$ cat src/rtl/alu_arbiter_pkg.sv
// ============================================================================
// Module      : alu_arbiter_pkg
// Description : Shared ALU op codes, flag bundle and arbiter FSM encodings.
// Revision    : 1.0 - initial release
// ============================================================================
`default_nettype none
`timescale 1ns/1ps

package alu_arbiter_pkg;

    // RV32I OP funct3 encodings
    localparam logic [2:0] c_F3_ADD  = 3'b000;
    localparam logic [2:0] c_F3_SLL  = 3'b001;
    localparam logic [2:0] c_F3_SLT  = 3'b010;
    localparam logic [2:0] c_F3_SLTU = 3'b011;
    localparam logic [2:0] c_F3_XOR  = 3'b100;
    localparam logic [2:0] c_F3_SRL  = 3'b101;
    localparam logic [2:0] c_F3_OR   = 3'b110;
    localparam logic [2:0] c_F3_AND  = 3'b111;

    // funct7 bit selecting sub / sra
    localparam int c_FUNCT7_ALT = 5;

    localparam logic [1:0] c_ST_IDLE = 2'd0;
    localparam logic [1:0] c_ST_EXEC = 2'd1;
    localparam logic [1:0] c_ST_RESP = 2'd2;

    typedef enum logic [1:0] {
        ST_IDLE = c_ST_IDLE,
        ST_EXEC = c_ST_EXEC,
        ST_RESP = c_ST_RESP
    } state_t;

    typedef struct packed {
        logic eq;
        logic less;
        logic ge;
        logic less_u;
        logic ge_u;
    } alu_flags_t;

endpackage

`default_nettype wire

$ cat src/rtl/alu_arbiter_if.sv
// ============================================================================
// Module      : alu_arbiter_if
// Description : Two-requester ALU request bus plus response channel.
// Revision    : 1.0 - initial release
// ============================================================================
`default_nettype none
`timescale 1ns/1ps

interface alu_arbiter_if #(
    parameter int XLEN = 32
);
    logic            req0_valid;
    logic            req0_ready;
    logic [XLEN-1:0] req0_a;
    logic [XLEN-1:0] req0_b;
    logic [2:0]      req0_funct3;
    logic [6:0]      req0_funct7;

    logic            req1_valid;
    logic            req1_ready;
    logic [XLEN-1:0] req1_a;
    logic [XLEN-1:0] req1_b;
    logic [2:0]      req1_funct3;
    logic [6:0]      req1_funct7;

    logic            rsp_valid;
    logic            rsp_ready;
    logic            rsp_id;
    logic [XLEN-1:0] rsp_res;
    logic            rsp_eq;
    logic            rsp_less;
    logic            rsp_ge;
    logic            rsp_less_u;
    logic            rsp_ge_u;

    modport master (
        output req0_valid, req0_a, req0_b, req0_funct3, req0_funct7,
        input  req0_ready,
        output req1_valid, req1_a, req1_b, req1_funct3, req1_funct7,
        input  req1_ready,
        output rsp_ready,
        input  rsp_valid, rsp_id, rsp_res,
        input  rsp_eq, rsp_less, rsp_ge, rsp_less_u, rsp_ge_u
    );

    modport slave (
        input  req0_valid, req0_a, req0_b, req0_funct3, req0_funct7,
        output req0_ready,
        input  req1_valid, req1_a, req1_b, req1_funct3, req1_funct7,
        output req1_ready,
        input  rsp_ready,
        output rsp_valid, rsp_id, rsp_res,
        output rsp_eq, rsp_less, rsp_ge, rsp_less_u, rsp_ge_u
    );

endinterface

`default_nettype wire

$ cat src/rtl/alu_arbiter_alu.sv
// ============================================================================
// Module      : alu
// Description : Combinational RV32I OP-class ALU with signed/unsigned flags.
// Revision    : 1.0 - initial release
// ============================================================================
`default_nettype none
`timescale 1ns/1ps

module alu
    import alu_arbiter_pkg::*;
#(
    parameter int XLEN = 32
) (
    input  wire logic [XLEN-1:0] i_a,
    input  wire logic [XLEN-1:0] i_b,
    input  wire logic [2:0]      i_funct3,
    input  wire logic [6:0]      i_funct7,
    output logic      [XLEN-1:0] o_res,
    output alu_flags_t           o_flags
);

    logic       w_alt;
    logic [4:0] w_shamt;
    logic       w_lt_s;
    logic       w_lt_u;
    logic       w_unused_funct7;

    assign w_alt   = i_funct7[c_FUNCT7_ALT];
    assign w_shamt = i_b[4:0];
    assign w_lt_s  = $signed(i_a) < $signed(i_b);
    assign w_lt_u  = i_a < i_b;

    // Only the alt bit of funct7 selects behaviour.
    assign w_unused_funct7 = ^{i_funct7[6], i_funct7[4:0]};

    always_comb begin
        o_res = '0;
        case (i_funct3)
            c_F3_ADD:  o_res = w_alt ? (i_a - i_b) : (i_a + i_b);
            c_F3_SLL:  o_res = i_a << w_shamt;
            c_F3_SLT:  o_res = {{(XLEN-1){1'b0}}, w_lt_s};
            c_F3_SLTU: o_res = {{(XLEN-1){1'b0}}, w_lt_u};
            c_F3_XOR:  o_res = i_a ^ i_b;
            c_F3_SRL:  o_res = w_alt ? $unsigned($signed(i_a) >>> w_shamt) : (i_a >> w_shamt);
            c_F3_OR:   o_res = i_a | i_b;
            c_F3_AND:  o_res = i_a & i_b;
            default:   o_res = '0;
        endcase
    end

    assign o_flags.eq     = (i_a == i_b);
    assign o_flags.less   = w_lt_s;
    assign o_flags.ge     = ~w_lt_s;
    assign o_flags.less_u = w_lt_u;
    assign o_flags.ge_u   = ~w_lt_u;

endmodule

`default_nettype wire

$ cat src/rtl/alu_arbiter.sv
// ============================================================================
// Module      : alu_arbiter
// Description : Round-robin arbiter sharing one ALU between two requesters.
// Revision    : 1.0 - initial release
// ============================================================================
`default_nettype none
`timescale 1ns/1ps

module alu_arbiter
    import alu_arbiter_pkg::*;
#(
    parameter int XLEN = 32
) (
    input  wire logic     clk,
    input  wire logic     rst,
    alu_arbiter_if.slave  bus
);

    state_t          r_state;
    state_t          w_state_nxt;
    logic            r_last_grant;     // 1: req1 was granted most recently
    logic            w_winner;
    logic            w_ready0;
    logic            w_ready1;

    logic [XLEN-1:0] r_op_a;
    logic [XLEN-1:0] r_op_b;
    logic [2:0]      r_op_funct3;
    logic [6:0]      r_op_funct7;
    logic            r_op_id;

    logic [XLEN-1:0] r_rsp_res;
    alu_flags_t      r_rsp_flags;
    logic            r_rsp_id;

    logic [XLEN-1:0] w_alu_res;
    alu_flags_t      w_alu_flags;

    alu #(
        .XLEN (XLEN)
    ) u_alu (
        .i_a      (r_op_a),
        .i_b      (r_op_b),
        .i_funct3 (r_op_funct3),
        .i_funct7 (r_op_funct7),
        .o_res    (w_alu_res),
        .o_flags  (w_alu_flags)
    );

    always_comb begin
        w_state_nxt = r_state;
        w_ready0    = 1'b0;
        w_ready1    = 1'b0;
        w_winner    = bus.req1_valid;
        if (bus.req0_valid && bus.req1_valid) begin
            w_winner = ~r_last_grant;
        end
        case (r_state)
            ST_IDLE: begin
                w_ready0 = ~rst & bus.req0_valid & ~w_winner;
                w_ready1 = ~rst & bus.req1_valid &  w_winner;
                if (w_ready0 || w_ready1) begin
                    w_state_nxt = ST_EXEC;
                end
            end
            ST_EXEC: w_state_nxt = ST_RESP;
            ST_RESP: begin
                if (bus.rsp_ready) begin
                    w_state_nxt = ST_IDLE;
                end
            end
            default: w_state_nxt = ST_IDLE;
        endcase
    end

    always_ff @(posedge clk) begin
        if (rst) begin
            r_state      <= ST_IDLE;
            r_last_grant <= 1'b1;
            r_op_a       <= '0;
            r_op_b       <= '0;
            r_op_funct3  <= '0;
            r_op_funct7  <= '0;
            r_op_id      <= 1'b0;
            r_rsp_res    <= '0;
            r_rsp_flags  <= '0;
            r_rsp_id     <= 1'b0;
        end else begin
            r_state <= w_state_nxt;
            if (w_ready0 || w_ready1) begin
                r_last_grant <= w_ready1;
                r_op_id      <= w_ready1;
                if (w_ready1) begin
                    r_op_a      <= bus.req1_a;
                    r_op_b      <= bus.req1_b;
                    r_op_funct3 <= bus.req1_funct3;
                    r_op_funct7 <= bus.req1_funct7;
                end else begin
                    r_op_a      <= bus.req0_a;
                    r_op_b      <= bus.req0_b;
                    r_op_funct3 <= bus.req0_funct3;
                    r_op_funct7 <= bus.req0_funct7;
                end
            end
            if (r_state == ST_EXEC) begin
                r_rsp_res   <= w_alu_res;
                r_rsp_flags <= w_alu_flags;
                r_rsp_id    <= r_op_id;
            end
        end
    end

    assign bus.req0_ready = w_ready0;
    assign bus.req1_ready = w_ready1;
    assign bus.rsp_valid  = (r_state == ST_RESP);
    assign bus.rsp_id     = r_rsp_id;
    assign bus.rsp_res    = r_rsp_res;
    assign bus.rsp_eq     = r_rsp_flags.eq;
    assign bus.rsp_less   = r_rsp_flags.less;
    assign bus.rsp_ge     = r_rsp_flags.ge;
    assign bus.rsp_less_u = r_rsp_flags.less_u;
    assign bus.rsp_ge_u   = r_rsp_flags.ge_u;

endmodule

`default_nettype wire

$ cat src/flat_wrapper.sv
// flat-port wrapper written by rule: the top's interface ports become plain ports
module alu_arbiter_flat import alu_arbiter_pkg::*;
#(
    parameter int XLEN = 32
)
  (clk, rst, bus_req0_valid, bus_req0_a, bus_req0_b, bus_req0_funct3, bus_req0_funct7, bus_req0_ready, bus_req1_valid, bus_req1_a, bus_req1_b, bus_req1_funct3, bus_req1_funct7, bus_req1_ready, bus_rsp_ready, bus_rsp_valid, bus_rsp_id, bus_rsp_res, bus_rsp_eq, bus_rsp_less, bus_rsp_ge, bus_rsp_less_u, bus_rsp_ge_u);
  alu_arbiter_if #(.XLEN(XLEN)) bus_i ();
  input  wire logic clk;
  input  wire logic rst;
  input wire logic [$bits(bus_i.req0_valid)-1:0] bus_req0_valid;
  input wire logic [$bits(bus_i.req0_a)-1:0] bus_req0_a;
  input wire logic [$bits(bus_i.req0_b)-1:0] bus_req0_b;
  input wire logic [$bits(bus_i.req0_funct3)-1:0] bus_req0_funct3;
  input wire logic [$bits(bus_i.req0_funct7)-1:0] bus_req0_funct7;
  output wire logic [$bits(bus_i.req0_ready)-1:0] bus_req0_ready;
  input wire logic [$bits(bus_i.req1_valid)-1:0] bus_req1_valid;
  input wire logic [$bits(bus_i.req1_a)-1:0] bus_req1_a;
  input wire logic [$bits(bus_i.req1_b)-1:0] bus_req1_b;
  input wire logic [$bits(bus_i.req1_funct3)-1:0] bus_req1_funct3;
  input wire logic [$bits(bus_i.req1_funct7)-1:0] bus_req1_funct7;
  output wire logic [$bits(bus_i.req1_ready)-1:0] bus_req1_ready;
  input wire logic [$bits(bus_i.rsp_ready)-1:0] bus_rsp_ready;
  output wire logic [$bits(bus_i.rsp_valid)-1:0] bus_rsp_valid;
  output wire logic [$bits(bus_i.rsp_id)-1:0] bus_rsp_id;
  output wire logic [$bits(bus_i.rsp_res)-1:0] bus_rsp_res;
  output wire logic [$bits(bus_i.rsp_eq)-1:0] bus_rsp_eq;
  output wire logic [$bits(bus_i.rsp_less)-1:0] bus_rsp_less;
  output wire logic [$bits(bus_i.rsp_ge)-1:0] bus_rsp_ge;
  output wire logic [$bits(bus_i.rsp_less_u)-1:0] bus_rsp_less_u;
  output wire logic [$bits(bus_i.rsp_ge_u)-1:0] bus_rsp_ge_u;
  assign bus_i.req0_valid = bus_req0_valid;
  assign bus_i.req0_a = bus_req0_a;
  assign bus_i.req0_b = bus_req0_b;
  assign bus_i.req0_funct3 = bus_req0_funct3;
  assign bus_i.req0_funct7 = bus_req0_funct7;
  assign bus_req0_ready = bus_i.req0_ready;
  assign bus_i.req1_valid = bus_req1_valid;
  assign bus_i.req1_a = bus_req1_a;
  assign bus_i.req1_b = bus_req1_b;
  assign bus_i.req1_funct3 = bus_req1_funct3;
  assign bus_i.req1_funct7 = bus_req1_funct7;
  assign bus_req1_ready = bus_i.req1_ready;
  assign bus_i.rsp_ready = bus_rsp_ready;
  assign bus_rsp_valid = bus_i.rsp_valid;
  assign bus_rsp_id = bus_i.rsp_id;
  assign bus_rsp_res = bus_i.rsp_res;
  assign bus_rsp_eq = bus_i.rsp_eq;
  assign bus_rsp_less = bus_i.rsp_less;
  assign bus_rsp_ge = bus_i.rsp_ge;
  assign bus_rsp_less_u = bus_i.rsp_less_u;
  assign bus_rsp_ge_u = bus_i.rsp_ge_u;
  alu_arbiter #(.XLEN(XLEN)) u_core (.clk(clk), .rst(rst), .bus(bus_i));
endmodule
$ cat config.mk
export PLATFORM = sky130hd
export DESIGN_NAME = alu_arbiter_flat
export DESIGN_NICKNAME = d
export VERILOG_FILES = /design/src/rtl/alu_arbiter_pkg.sv /design/src/rtl/alu_arbiter_if.sv /design/src/rtl/alu_arbiter_alu.sv /design/src/rtl/alu_arbiter.sv /design/src/flat_wrapper.sv
export SDC_FILE = /design/constraint.sdc
export NUM_CORES = 1
export LEC_CHECK = 0
export CAP_MARGIN = 20
export CORE_MARGIN = 5
export CORE_UTILIZATION = 50
export CTS_BUF_LIST = sky130_fd_sc_hd__clkbuf_4 sky130_fd_sc_hd__clkbuf_8 sky130_fd_sc_hd__clkbuf_16
export DETAILED_ROUTE_END_ITERATION = 10
export PLACE_DENSITY_LB_ADDON = 0.05
export SKIP_LAST_GASP = 1
export SYNTH_ARGS = -nofsm -noshare
export SYNTH_HDL_FRONTEND = slang
export SYNTH_SLANG_ARGS = --single-unit
$ cat constraint.sdc
create_clock -name clk -period 9.86 [get_ports clk]
set_clock_uncertainty 0.15 [all_clocks]
set_input_delay 1.479 -clock clk [delete_from_list [all_inputs] [get_ports clk]]
set_output_delay 1.479 -clock clk [all_outputs]
set_load 0.005 [all_outputs]
==> results.json <==
{
  "root_buffer": "clkbuf_16",
  "synth.area.top_cells": "dfxtp_1 (17%), mux4_2 (10%), ha_1 (9.3%)",
  "rr_worst_depth": 11,
  "postCtsSetupRepairBufs": 0,
  "via_count": 14433,
  "cap_violations": 0,
  "dieHeight_um": 171.2,
  "first_iter_violations": 1918,
  "postSynth.asyncResetShare": 0,
  "drt-total-wl_mm": 54.79,
  "gp_congestion": 1.052,
  "dr.pass1.iters": 7,
  "clk-insertion-delay-late_ps": 380,
  "io_buffers": 181,
  "critPathArrivalTime_ps": 3920,
  "grt_pass1_vias": 12921,
  "crit_fanout": 69,
  "place_ws_ps": 4332,
  "yosysWarnings": 0,
  "rows": 59,
  "final_core_util": 0.5823,
  "fin_crit_ps": 5550,
  "tns_ps": 0,
  "synthTopCellsByCount": "nor2_1 (250), a21oi_1 (169), nand2_1 (120), o21ai_0 (120), dfxtp_1 (110)",
  "cts.sinks": 110,
  "grt.met1_usage": 0.5190,
  "finalMaxSlewViolations": 0,
  "hold_path.class": "reg2reg",
  "setup_viol": 0,
  "syn_nets": 1977,
  "outcome": "finished clean",
  "gr-max-usage-layer": "met1",
  "yosys_register_bits": 110,
  "ys_seq_area_frac": 0.1695,
  "grt_use_met3": 0.07607,
  "crit_type": "in2out",
  "hold_depth": 2,
  "max_freq_mhz": 180.2,
  "cts_buffers": 9,
  "rr_startpoint": "u_core.r_op_b[0]$_SDFFE_PP0P_",
  "grt_usage": 0.3589,
  "via_per_inst": 6.726,
  "cts_htree_levels": 3,
  "finalHoldViolations": 0,
  "core_um2": 25840,
  "grt_max_degree": 74,
  "endpoint_kind": "output pin",
  "relSlewSlack": 0.3025,
  "grt.overflow.total": 0,
  "final_nets": 2058,
  "initial_core_util": 0.5028,
  "dieWidth_um": 171.2,
  "power_density_nw_per_um2": 185.3,
  "syn_area_um2": 12990,
  "rr_endpoint": "u_core.bus.rsp_res[30]$_SDFFE_PP0N_",
  "antenna_cells": 0,
  "ys_types": 101,
  "layout-drive-gt1-share": 0.09498,
  "critical_path_required_ps": 8230,
  "ir_worst_vdd_mv": 0.09534,
  "hold_start": "u_core.bus.rsp_eq$_SDFFE_PP0N_",
  "grt_pass1_wl_mm": 80.47,
  "synth_area_leader_cell": "dfxtp_1",
  "cts_tree": "done",
  "r2r_slack_ps": 5570,
  "final.fill_count": 2548,
  "worstMarginPinSlew_ps": 1040,
  "timing.hold.ws_ps": 307.9,
  "yosysTopAreaCellShare": 0.1695,
  "drtAntennaViolNets": 0,
  "drc": 0,
  "syn_inst": 1725,
  "fin_crit_sh": 0.5628,
  "start_kind": "input pin",
  "avgSynthCellArea_um2": 7.531,
  "whs_endpoint": "u_core.bus.rsp_eq$_SDFFE_PP0N_",
  "use_met2": 0.5131,
  "synth_most_common_cell": "nor2_1",
  "synth_edf_count": 0,
  "rsz0062_at_grt": "false",
  "dieArea_um2": 29310,
  "p_leak_nw": 5.819,
  "area_delta_synth_final_pct": 15.80,
  "antenna_found_initial": 1,
  "hold_buffers": 0,
  "cts_resized": 0,
  "setup_ws_ps": 4310,
  "clk_pin_slew_ps": 80,
  "boundaryPins": 194,
  "synth_ff_type": "dfxtp_1",
  "cts_buffer_depth": 2,
  "dpl.hpwl_mm": 41.53,
  "wire_per_inst_um": 25.53
}
-- metal layers --
| layer | up-vias | routed length [um] |
|---|---|---|
| li1 | 6570 | - |
| met1 | 6774 | 22490 |
| met2 | 927 | 22500 |
| met3 | 160 | 6889 |
| met4 | 2 | 2892 |
| met5 | - | 13 |
-- placed cells by master, fill, tap and decap left out, drive strengths merged, types with 13 or more instances in the layout --
master	netlist	routed
nand2b	13	13
inv	104	109
dfxtp	110	110
ha	97	97
nand2	122	122
a31oi	27	27
mux2i	36	36
o21ai	124	124
clkdlybuf4s50	0	181
nor2	251	251
o22ai	79	79
a21oi	170	170
mux4	61	61
nor3	40	40
a211oi	19	19
a21o	21	21
nand3	26	26
a221oi	32	32
buf	61	34
o211ai	25	25
-- kinds of logic (layout without fill, tap and decap cells) --
kind of cell | after synthesis | in the layout | synth area share
xor+xnor | 12 | 12 | 0.008090
compound gates | 627 | 627 | 0.3161
flops | 110 | 110 | 0.1695
buf+inv | 251 | 337 | 0.09053
mux | 107 | 107 | 0.1430
fa+ha+maj | 99 | 99 | 0.09650
simple gates | 519 | 519 | 0.1762
-- final cells by class --
type | instances | area [um2] | area share
Clock buffer | 10 | 239.0 | 0.01588
Clock inverter | 6 | 60.06 | 0.003992
Inverter | 106 | 397.9 | 0.02645
Tap cell | 335 | 419.2 | 0.02786
Multi-Input combinational cell | 1364 | 9651 | 0.6415
Sequential cell | 110 | 2211 | 0.1470
Timing Repair Buffer | 215 | 2067 | 0.1374
-- critical path: stages --
cell and delay (ps):
clkdlybuf4s50_1 390, buf_4 260, nor3_1 560, nand3_2 120, buf_4 360, inv_1 190, clkdlybuf4s50_1 530
-- worst max path at each step --
stage / endpoint / slack (ps) / from
floorplan: bus_req0_ready / 5870 / rst
global placement: bus_req1_ready / 4430 / rst
detailed placement: bus_req1_ready / 4330 / rst
CTS: bus_req1_ready / 4320 / rst
global route: bus_req1_ready / 4190 / rst
finish: bus_req1_ready / 4310 / rst
-- stage by stage --
step                instance area, um2  cells  power [W]
global route                     15040   2146   0.002925
finish                           15040   2146   0.002788
global placement                 14750   2130   0.002316
CTS                              15040   2146   0.002728
detailed placement               14750   2130   0.002331
floorplan                        12990   1725   0.001780
-- flip-flops by register name, indices dropped and copies added, names as in the netlist --
register,count
u_core.bus.rsp_res,32
u_core.r_op_a,32
u_core.r_op_b,32
u_core.r_op_funct3,3
u_core.r_state,2
u_core.bus.rsp_eq,1
u_core.bus.rsp_ge,1
u_core.bus.rsp_ge_u,1
u_core.bus.rsp_id,1
u_core.bus.rsp_less,1
u_core.bus.rsp_less_u,1
u_core.r_last_grant,1
u_core.r_op_funct7,1
u_core.r_op_id,1
-- power by group --
group	switching, W	internal, W
logic	0.00107	0.000670
clock network	0.000208	0.000187
registers	0.000138	0.000515
total	0.00142	0.00137
Note: power is estimated with default switching activity, not from simulation.
